===== config.mk =====
export PLATFORM = sky130hd
export DESIGN_NAME = uart_rx_packer
export DESIGN_NICKNAME = d
export VERILOG_FILES = /design/src/rtl/uart_rx_packer_pkg.sv /design/src/rtl/uart_rx_core.sv /design/src/rtl/uart_rx_packer.sv
export SDC_FILE = /design/constraint.sdc
export NUM_CORES = 1
export LEC_CHECK = 0
export ABC_CLOCK_PERIOD_IN_PS = 1940
export BUFFER_PORTS_ARGS = -buffer_cell sky130_fd_sc_hd__buf_2
export CAP_MARGIN = 25
export CORE_MARGIN = 5
export CORE_UTILIZATION = 40
export DETAILED_ROUTE_END_ITERATION = 16
export PLACE_DENSITY = 0.68
export SYNTH_ARGS = -nofsm -noshare
export SYNTH_HDL_FRONTEND = slang
export SYNTH_SLANG_ARGS = --single-unit

===== constraint.sdc =====
create_clock -name clk -period 1.94 [get_ports clk]
set_clock_uncertainty 0.1 [all_clocks]
set_input_delay 0.291 -clock clk [delete_from_list [all_inputs] [get_ports clk]]
set_output_delay 0.291 -clock clk [all_outputs]
set_load 0.01 [all_outputs]

===== src/rtl/uart_rx_packer_pkg.sv =====
// Shared UART definitions used by the receive path (and the matching transmitter).
//   rx_state_t        : receiver FSM state encoding
//   UART_CLK_PER_BIT  : default clocks per bit (100 MHz / 115200 baud)
//   BYTES_PER_WORD    : bytes gathered into one output word
package uart_rx_packer_pkg;

  typedef enum logic [2:0] {
    IDLE,
    START,
    DATA,
    STOP,
    BREAK
  } rx_state_t;

  localparam int UART_CLK_PER_BIT = 868;
  localparam int BYTES_PER_WORD   = 4;

endpackage


===== src/rtl/uart_rx_core.sv =====
// UART 8N1 receiver core: rxd synchroniser, baud counter and framing FSM.
// Ports:
//   clk        : system clock
//   rstn       : synchronous active-low reset
//   rxd        : asynchronous serial input, idle high
//   byte_o     : last received byte, valid while byte_valid_o is high
//   byte_valid_o : high in the cycle the stop bit samples 1 (byte accepted)
//   frame_err_o  : one-cycle pulse, the cycle after a stop bit samples 0
//   busy_o     : high whenever the FSM is not in IDLE
module uart_rx_core
  import uart_rx_packer_pkg::*;
#(
  parameter int CLK_PER_BIT = UART_CLK_PER_BIT,
  parameter int SYNC_STAGES = 2
) (
  input  logic       clk,
  input  logic       rstn,
  input  logic       rxd,
  output logic [7:0] byte_o,
  output logic       byte_valid_o,
  output logic       frame_err_o,
  output logic       busy_o
);

  localparam int CNT_W = $clog2(CLK_PER_BIT);
  localparam logic [CNT_W-1:0] CNT_LAST = CNT_W'(CLK_PER_BIT - 1);
  localparam logic [CNT_W-1:0] CNT_HALF = CNT_W'(CLK_PER_BIT / 2 - 1);

  logic [SYNC_STAGES-1:0] sync_q;
  rx_state_t              state_q;
  logic [CNT_W-1:0]       cnt_q;
  logic [2:0]             bit_q;
  logic [7:0]             shift_q;
  logic                   frame_err_q;
  logic                   rx_s;

  assign rx_s = sync_q[SYNC_STAGES-1];

  always_ff @(posedge clk) begin
    if (!rstn) begin
      sync_q      <= '1;
      state_q     <= IDLE;
      cnt_q       <= '0;
      bit_q       <= '0;
      shift_q     <= '0;
      frame_err_q <= 1'b0;
    end else begin
      sync_q      <= {sync_q[SYNC_STAGES-2:0], rxd};
      frame_err_q <= 1'b0;
      cnt_q       <= cnt_q + CNT_W'(1);
      case (state_q)
        IDLE: begin
          cnt_q <= '0;
          if (!rx_s) state_q <= START;
        end
        START: begin
          // Mid start bit: a line that is high again was only a glitch.
          if (cnt_q == CNT_HALF) begin
            cnt_q   <= '0;
            bit_q   <= '0;
            state_q <= rx_s ? IDLE : DATA;
          end
        end
        DATA: begin
          if (cnt_q == CNT_LAST) begin
            cnt_q   <= '0;
            shift_q <= {rx_s, shift_q[7:1]};
            bit_q   <= bit_q + 3'd1;
            if (bit_q == 3'd7) state_q <= STOP;
          end
        end
        STOP: begin
          if (cnt_q == CNT_LAST) begin
            cnt_q       <= '0;
            frame_err_q <= !rx_s;
            state_q     <= rx_s ? IDLE : BREAK;
          end
        end
        BREAK: begin
          // Hold here while the line stays low so a break cannot retrigger.
          cnt_q <= '0;
          if (rx_s) state_q <= IDLE;
        end
        default: state_q <= IDLE;
      endcase
    end
  end

  // Accept is decoded from the stop-sample cycle so the packer can register
  // the finished word on the very same edge.
  assign byte_valid_o = (state_q == STOP) && (cnt_q == CNT_LAST) && rx_s;
  assign byte_o       = shift_q;
  assign frame_err_o  = frame_err_q;
  assign busy_o       = (state_q != IDLE);

endmodule


===== src/rtl/uart_rx_packer.sv =====
// UART 8N1 receiver plus byte-to-word packer feeding a word buffer write port.
// Every 4 accepted bytes form one little-endian 32-bit word.
// Ports:
//   clk       : system clock
//   rstn      : synchronous active-low reset
//   rxd       : asynchronous serial input, idle high
//   wd        : last completed word (first byte received in [7:0]); held
//   we        : one-cycle write strobe, wd valid in the same cycle
//   frame_err : one-cycle pulse when a stop bit samples 0
//   busy      : receiver FSM not in IDLE
module uart_rx_packer
  import uart_rx_packer_pkg::*;
#(
  parameter int CLK_PER_BIT = UART_CLK_PER_BIT,
  parameter int SYNC_STAGES = 2
) (
  input  logic        clk,
  input  logic        rstn,
  input  logic        rxd,
  output logic [31:0] wd,
  output logic        we,
  output logic        frame_err,
  output logic        busy
);

  localparam int LANE_W = $clog2(BYTES_PER_WORD);
  localparam logic [LANE_W-1:0] LANE_LAST = LANE_W'(BYTES_PER_WORD - 1);

  logic [7:0]        rx_byte;
  logic              byte_valid;

  logic [LANE_W-1:0] lane_q, lane_d;
  logic [31:0]       staging_q, staging_d;
  logic [31:0]       wd_q, wd_d;
  logic              we_q, we_d;

  uart_rx_core #(
    .CLK_PER_BIT (CLK_PER_BIT),
    .SYNC_STAGES (SYNC_STAGES)
  ) u_core (
    .clk          (clk),
    .rstn         (rstn),
    .rxd          (rxd),
    .byte_o       (rx_byte),
    .byte_valid_o (byte_valid),
    .frame_err_o  (frame_err),
    .busy_o       (busy)
  );

  always_comb begin
    lane_d    = lane_q;
    staging_d = staging_q;
    wd_d      = wd_q;
    we_d      = 1'b0;
    if (byte_valid) begin
      staging_d[8*lane_q +: 8] = rx_byte;
      lane_d                   = lane_q + LANE_W'(1);
      // The last byte bypasses staging so the word is out one cycle later.
      if (lane_q == LANE_LAST) begin
        wd_d = {rx_byte, staging_q[23:0]};
        we_d = 1'b1;
      end
    end
  end

  always_ff @(posedge clk) begin
    if (!rstn) begin
      lane_q    <= '0;
      staging_q <= '0;
      wd_q      <= '0;
      we_q      <= 1'b0;
    end else begin
      lane_q    <= lane_d;
      staging_q <= staging_d;
      wd_q      <= wd_d;
      we_q      <= we_d;
    end
  end

  assign wd = wd_q;
  assign we = we_q;

endmodule


Word-level counts from Yosys, hierarchy flattened
Cells that the tools add are included.
- register bits after elaboration: 94
- input bits: 3
- word-level logic and storage cells: 61
- reduce and logical (&&, ||, !) cells: 14
- shift operators: 2
- equality and inequality tests: 14
- muxes and demuxes: 17
- $add $sub $neg: 4
- operators by type and width (operator ; count):
    negation 5 -> 34 bit ; 1
    variable shift 8 x 34 -> 32 bit, first input constant ; 1
    indexed part select 8 x 34 -> 32 bit ; 1
    bitwise mux 32 bit ; 1
    case mux 10 bit (3 select lines) ; 1
    two-way mux 3 bit ; 9
    two-way mux 10 bit ; 2
    case mux 3 bit (5 select lines) ; 1
    adder 10 x 1 -> 10 bit, second input constant ; 1
    == test 10 bit, second input constant ; 1
    == test 10 x 9 -> 1 bit, second input constant ; 1
    != test 2 x 1 -> 1 bit, second input constant ; 5
    == test 3 x 2 -> 1 bit, second input constant ; 2
    == test 3 bit, second input constant ; 2
    case mux 3 bit (2 select lines) ; 1
    AND reduction 2 bit ; 3
    AND reduction 3 bit ; 2
    AND reduction 6 bit ; 1
    OR reduction 2 bit ; 2
    adder 3 x 1 -> 3 bit, second input constant ; 1
    == test 3 x 1 -> 1 bit, second input constant ; 1
    zero test 3 bit ; 1
    nonzero test 3 bit ; 1
    adder 2 x 1 -> 2 bit, second input constant ; 1
    7 further kinds ; 8

Longest topological paths before layout
Gate-level depths: netlist of run 1.
- word-level depth: 4
- gate-level depth with buffers: 7

Cells and area by module
Synthesis of run 1 repeated with hierarchy kept, for this count alone.
- cells, all modules: 404
- area, all modules: 3818.7 sq um
- by module, submodules not included (module ; sequential area each (sq um) ; area each (sq um) ; times used ; cells an instance):
    uart_rx_packer ; 1181.1 ; 2553.7 ; 1 ; 267
    uart_rx_core ; 540.5 ; 1265.0 ; 1 ; 137

Worst setup path after synthesis of run 1
No wires, ideal clock.
- path type: register to register
- from: register u_core.cnt_q[0]
- to: register staging_q[0]
- data arrival time: 1767 ps
- setup time: 125 ps
- stages on the path, launching flop included: 6
- buffers on the path: 0
- setup slack: -52 ps
- data required time: 1715 ps
- cells stage by stage: dfxtp_1 -> ha_1 -> nand4bb_1 -> nor4_4 -> nand2_2 -> mux2i_1
- word-level cells in the longest chain between the ends: 3
- ends and longest elaborated chain (element ; line ; RTL):
    start, declared ; uart_rx_core.sv:31 ; logic [CNT_W-1:0] cnt_q;
    start signal, assigned ; uart_rx_core.sv:50 ; cnt_q <= cnt_q + CNT_W'(1);
    == test 10 bit ; uart_rx_core.sv:91 ; assign byte_valid_o = (state_q == STOP) && (cnt_q == CNT_LAST) && rx_s;
    logical AND 1 bit (2 in series) ; uart_rx_core.sv:91 ;
    end signal, assigned ; uart_rx_packer.sv:74 ; staging_q <= staging_d;
    end, declared ; uart_rx_packer.sv:33 ; logic [31:0] staging_q, staging_d;
No other way between the ends.
A chain may end at the register's enable or synchronous reset.

Final worst setup path of run 1
- from: register u_core.cnt_q[8]
- to: register staging_q[10]
The elaborated chain is that of the path after synthesis.

==> run metrics, run 1 <==
vias per cell=5.01; non-filler instance count after layout=530; clock transition time at the flip-flop clock pins of the worst setup and hold paths=0.08 ns; global-route usage over all layers=13.5%; register area share after synthesis=47.8%; run status=complete, no violations; average routed wire per standard cell=13.3 um; row count=34; vias in the first global route=2710; setup TNS=0 ns; sum of internal, switching and leakage power=2.94 mW; vias after detailed routing=2653; worst endpoint required time=2.08 ns; DRC marker count from the first detailed-route iteration=93; peak fanout along the critical path=8; total number of yosys warnings=0; H-Tree Level Count=3; net count after synthesis=384; layout net count=431; 1st-pass router iterations=4; count of input and output buffers=37; first-pass GRT wire length=12400 um; maximum ir drop on the vdd rail=439 uV; Antenna Nets Post-Route=0; leading register cell type out of synthesis=sky130_fd_sc_hd__dfxtp_1; number of synthesized flops with an enable pin=0; area of the mapped netlist=0.00360 mm^2; worst skew pair latency=0.35 ns; Post-Layout Inst Area=0.00422 mm^2; family with the most delay on the worst path=simple AND/OR/NAND/NOR gates; commonest non-fill, non-tap cells in the layout=sky130_fd_sc_hd__dfxtp_1, sky130_fd_sc_hd__nand2_1, sky130_fd_sc_hd__mux2i_1; final hold violations=0; final worst-path cycle share=97.0%; Crit path arrival time=2.02 ns; die height=105 um; met1 layer usage reported by global route=15.7%; floorplan die area=0.0110 mm^2; layout overhead on the synthesized area=17.1%; leading cell type in the layout, fill and taps excluded=sky130_fd_sc_hd__dfxtp_1; Clock Tree Root=sky130_fd_sc_hd__clkbuf_8; WS Path Type=flop to flop; maximum clock frequency=531 MHz; max-cap violations=0; Worst-Margin Slew=0.403 ns; CTS tree=done; Buf/Inv on CP=1; list of cells traversed by the critical path=or3b_4 > nor4_4 > buf_4 > nand2_2 > mux2i_1; Post-Place Cells=514; placed standard-cell area=0.00400 mm^2; die width=105 um; Inserted Clock Buffers=9; distinct cell type count of the synthesized netlist=42; proportion of register bits with asynchronous set or reset after synthesis=0%; Critical-path top delay cell=sky130_fd_sc_hd__or3b_4; shortest clock period the worst path allows after layout=1.88 ns; register bit total from synthesis=86; antenna cell count=0; routed wire length=7050 um; synthesized area per cell=9.68 um^2; setup-violating endpoint count in the final report=0; class of the tightest hold or removal check=input pin to flop; FF-to-FF setup slack=0.06 ns; final count of pins violating max slew=0; pin count of the biggest net entering global routing=71; Initial Util=41.1%; critical path capture point type=flop; overflow left after global routing=0; number of inserted filler cells in the final layout=858; DRC violations left=0; Most Crowded Layer GR=met2; areal power density over the cells=697 mW/mm^2; static power due to leakage=1.97 nW; fraction of final layout cells with drive strength greater than 1=19.2%; Setup crit start kind=flop; Top Ports=38; placeable core region=0.00876 mm^2; global routing met3 resource utilization=4.13%; slew margin rel.=72.8%; gate count after technology mapping=372; Longest Clk Path Bufs=2; weighted congestion reported at the end of routability-driven placement=0.784; longest individual stage delay on the worst path=0.43 ns; number of sinks on the clock net=86; half-perimeter wire length after detailed placement=5030 um; fraction of met2 tracks used by global routing=23.5%; initial antenna violation count=0
-- synth_stat cells (2+ instances only) --
cell	number	area share, %
sky130_fd_sc_hd__ha_1	9	3.1
sky130_fd_sc_hd__a21oi_1	3	0.42
sky130_fd_sc_hd__mux2i_1	67	19
sky130_fd_sc_hd__nand2_1	71	7.4
sky130_fd_sc_hd__inv_1	7	0.73
sky130_fd_sc_hd__nor3b_1	4	0.83
sky130_fd_sc_hd__nand2_2	3	0.52
sky130_fd_sc_hd__nor2_1	22	2.3
sky130_fd_sc_hd__nand2b_1	5	0.87
sky130_fd_sc_hd__and3_1	2	0.35
sky130_fd_sc_hd__buf_6	3	0.94
sky130_fd_sc_hd__nor3_1	3	0.42
sky130_fd_sc_hd__xnor2_1	8	1.9
sky130_fd_sc_hd__nand4bb_1	2	0.63
sky130_fd_sc_hd__dfxtp_1	86	48
sky130_fd_sc_hd__nor4b_1	2	0.49
sky130_fd_sc_hd__nor2b_1	9	1.6
sky130_fd_sc_hd__o31ai_1	2	0.42
sky130_fd_sc_hd__clkbuf_1	15	1.6
sky130_fd_sc_hd__nand3_1	27	3.8
-- sequential cells by signal, summed over array words and instances (netlist names) --
signal / count
wd: 32
lane_q: 2
u_core.cnt_q: 10
u_core.frame_err_o: 1
u_core.sync_q: 2
we: 1
u_core.bit_q: 3
u_core.state_q: 3
u_core.byte_o: 8
staging_q: 24
-- cell type report --
| type | count | area, um^2 | share of cell area (%) |
|---|---|---|---|
| Clock buffer | 11 | 141 | 3.35 |
| Timing Repair Buffer | 56 | 363 | 8.61 |
| Multi-Input combinational cell | 259 | 1810 | 42.8 |
| Clock inverter | 3 | 21.3 | 0.504 |
| Tap cell | 108 | 135 | 3.20 |
| Inverter | 7 | 26.3 | 0.623 |
| Sequential cell | 86 | 1720 | 40.9 |
-- through the flow --
stage          hold WS, ns  utilization (%)  setup WS (ns)
6_report             0.162             48.1         0.0581
5_1_grt              0.160             48.1        -0.0243
4_1_cts              0.141             47.7        -0.0360
3_5_place_dp         0.302             45.6       -0.00900
3_3_place_gp         0.295             45.6         0.0311
2_1_floorplan        0.286                -        0.00179
-- final timing paths --
check	endpoint	startpoint	cells after the start
setup reg to reg	staging_q[10]	u_core.cnt_q[8]	5
hold / removal	u_core.state_q[0]	rstn	2
setup / recovery	staging_q[10]	u_core.cnt_q[8]	5
hold reg to reg	u_core.sync_q[1]	u_core.sync_q[0]	1
-- worst register-to-register path, stage by stage (launching register included) --
cell and delay, ns:
sky130_fd_sc_hd__dfxtp_1 0.40, sky130_fd_sc_hd__or3b_4 0.43, sky130_fd_sc_hd__nor4_4 0.28, sky130_fd_sc_hd__buf_4 0.21, sky130_fd_sc_hd__nand2_2 0.18, sky130_fd_sc_hd__mux2i_1 0.17
-- timing repair --
action | 4_1_cts | 5_1_grt
setup buffers | 0 | 1
endpoints found under the setup margin | 19 | 55
hold buffers | 1 | 0
endpoints found under the hold margin | 1 | 0
gates resized for setup | 1 | 6
pin swaps | 1 | 1
-- kinds of logic after synthesis --
group           share of synthesized area (%)
fa+ha+maj                                3.13
buf+inv                                  3.58
compound gates                           2.68
simple gates                             22.0
xor+xnor                                 2.19
flops                                    47.8
mux                                      18.6
-- per-layer routing --
layer / share of wire [%] / vias up
li1: - / 1353
met1: 46 / 1245
met2: 49 / 44
met3: 3.9 / 11
met4: 1.2 / 0
met5: 0 / -
-- power by group --
group | total, mW | leakage [nW] | switching (mW) | internal, mW
registers | 1.78 | 0.694 | 0.00735 | 1.77
clock network | 1.08 | 0.0817 | 0.590 | 0.489
logic | 0.0831 | 1.20 | 0.0530 | 0.0301
Power figures use the tool's default switching activity.
==> run 2: changes to the inputs <==
==> constraint.sdc (replaced) <==
create_clock -name clk -period 1.94 [get_ports clk]
set_clock_uncertainty 0.1 [all_clocks]
set_input_delay 0 -clock clk [delete_from_list [all_inputs] [get_ports clk]]
set_output_delay 0 -clock clk [all_outputs]
set_load 0.01 [all_outputs]
==> run metrics, run 2 (synthesis results as in run 1) <==
peak fanout along the critical path=8; vias in the first global route=2716; weighted congestion reported at the end of routability-driven placement=0.784; Setup crit start kind=flop; Antenna Nets Post-Route=0; run status=complete, no violations; count of input and output buffers=37; Longest Clk Path Bufs=2; fraction of final layout cells with drive strength greater than 1=19.1%; areal power density over the cells=696 mW/mm^2; critical path capture point type=flop; met2 WL post-DR=3490 um; DRC marker count from the first detailed-route iteration=79; worst endpoint required time=2.08 ns; routed wire length=7080 um; Top Ports=38; Inserted Clock Buffers=9; layout net count=432; overflow left after global routing=0; maximum clock frequency=533 MHz; routed length on met3=294 um; Crit path arrival time=2.02 ns; Reg-to-Reg Start=u_core.cnt_q[8]; final count of pins violating max slew=0; commonest non-fill, non-tap cells in the layout=sky130_fd_sc_hd__dfxtp_1, sky130_fd_sc_hd__nand2_1, sky130_fd_sc_hd__mux2i_1; longest individual stage delay on the worst path=0.43 ns; number of inserted filler cells in the final layout=857; global-route usage over all layers=13.5%; final hold slack=0.273 ns; Routed met1 length=3180 um; floorplan die area=0.0110 mm^2; pin count of the biggest net entering global routing=71; class of the tightest hold or removal check=input pin to flop; Clock Tree Root=sky130_fd_sc_hd__clkbuf_8; final hold violations=0; final worst-path cycle share=96.8%; shortest clock period the worst path allows after layout=1.88 ns; maximum ir drop on the vdd rail=441 uV; half-perimeter wire length after detailed placement=5030 um; DRC violations left=0; die height=105 um; die width=105 um; minimum setup slack in the final design=0.0628 ns; post-placement setup slack=-0.00900 ns; setup-violating endpoint count in the final report=0; initial antenna violation count=0; max-cap violations=0; Post-Place Cells=514; Buf/Inv on CP=1; path depth of the worst reg2reg path=5; Worst Setup SP=u_core.cnt_q[8]; 1st-pass router iterations=4; leading cell type in the layout, fill and taps excluded=sky130_fd_sc_hd__dfxtp_1; vias after detailed routing=2666; vias per cell=5.02; FF/Latch Area=0.00172 mm^2; Worst-Margin Slew=0.400 ns; placeable core region=0.00876 mm^2; average routed wire per standard cell=13.3 um; WS Path Type=flop to flop; non-filler instance count after layout=531; max FFs per register=32; CTS tree=done; slew margin rel.=73.0%; list of cells traversed by the critical path=or3b_4 > nor4_4 > buf_4 > nand2_2 > mux2i_1; row count=34; sum of internal, switching and leakage power=2.94 mW; first-pass GRT wire length=12400 um; number of sinks on the clock net=86; H-Tree Level Count=3; end of the critical path=staging_q[10]; Initial Util=41.1%; footprint of the multi-input gates=0.00181 mm^2; FF-to-FF setup slack=0.06 ns; uppermost metal layer occupied by signal nets=met4; worst skew pair latency=0.35 ns; layout overhead on the synthesized area=17.4%; static power due to leakage=1.98 nW; antenna cell count=0; capturing point of the worst reg2reg path=staging_q[10]; clock transition time at the flip-flop clock pins of the worst setup and hold paths=0.08 ns; Critical-path top delay cell=sky130_fd_sc_hd__or3b_4; logic depth of the worst setup path including buffers=5; family with the most delay on the worst path=simple AND/OR/NAND/NOR gates
==> run 2: final cells by class <==
class,instances,share of cell area (%)
multi-input combinational,259,42.7
sequential,86,40.8
timing repair buffer,57,8.82
clock buffer,11,3.35
tap,108,3.20
inverter,7,0.622
clock inverter,3,0.503
==> run 2: repair_timing <==
| action | CTS | global route |
|---|---|---|
| pin swaps | 1 | 1 |
| setup buffers | 0 | 1 |
| resized for setup | 1 | 6 |
| hold endpoints to repair | 4 | 0 |
| endpoints found under the setup margin | 19 | 55 |
| hold buffers | 2 | 0 |
==> run 2: worst min-delay path: stages <==
cell	delay, ns
sky130_fd_sc_hd__dlygate4sd3_1	0.52
sky130_fd_sc_hd__buf_2	0.09
sky130_fd_sc_hd__nand2b_1	0.08
==> run 2: metal layers <==
metal	track usage, %	vias up
li1	-	1356
met1	15.6	1255
met2	23.6	43
met3	4.13	12
met4	4.57	0
met5	0	-
==> run 2: per-stage QoR <==
step	utilization (%)	TNS, ns	instance area (um^2)
6_report	48.2	0	4230
5_1_grt	48.2	-0.241	4230
4_1_cts	47.8	-0.382	4190
3_5_place_dp	45.6	-0.0632	4000
3_3_place_gp	45.6	0	4000
2_1_floorplan	-	0	3620
==> run 2: worst min-delay path by stage <==
stage | to | depth (start not counted) | slack [ns] | start
final | u_core.sync_q[0] | 3 | 0.27 | rxd
after global routing | u_core.sync_q[0] | 3 | 0.30 | rxd
after CTS | u_core.sync_q[0] | 3 | 0.25 | rxd
after detailed placement | u_core.sync_q[0] | 2 | 0.08 | rxd
after global placement | u_core.sync_q[0] | 2 | 0.08 | rxd
after floorplan | u_core.sync_q[0] | 1 | 0.001 | rxd
==> run 2: power by group <==
| group | switching (mW) | total [mW] | internal [mW] | leakage [nW] |
|---|---|---|---|---|
| registers | 0.00733 | 1.78 | 1.77 | 0.694 |
| logic | 0.0531 | 0.0845 | 0.0314 | 1.20 |
| clock network | 0.590 | 1.08 | 0.489 | 0.0817 |
| total | 0.651 | 2.94 | 2.29 | 1.98 |
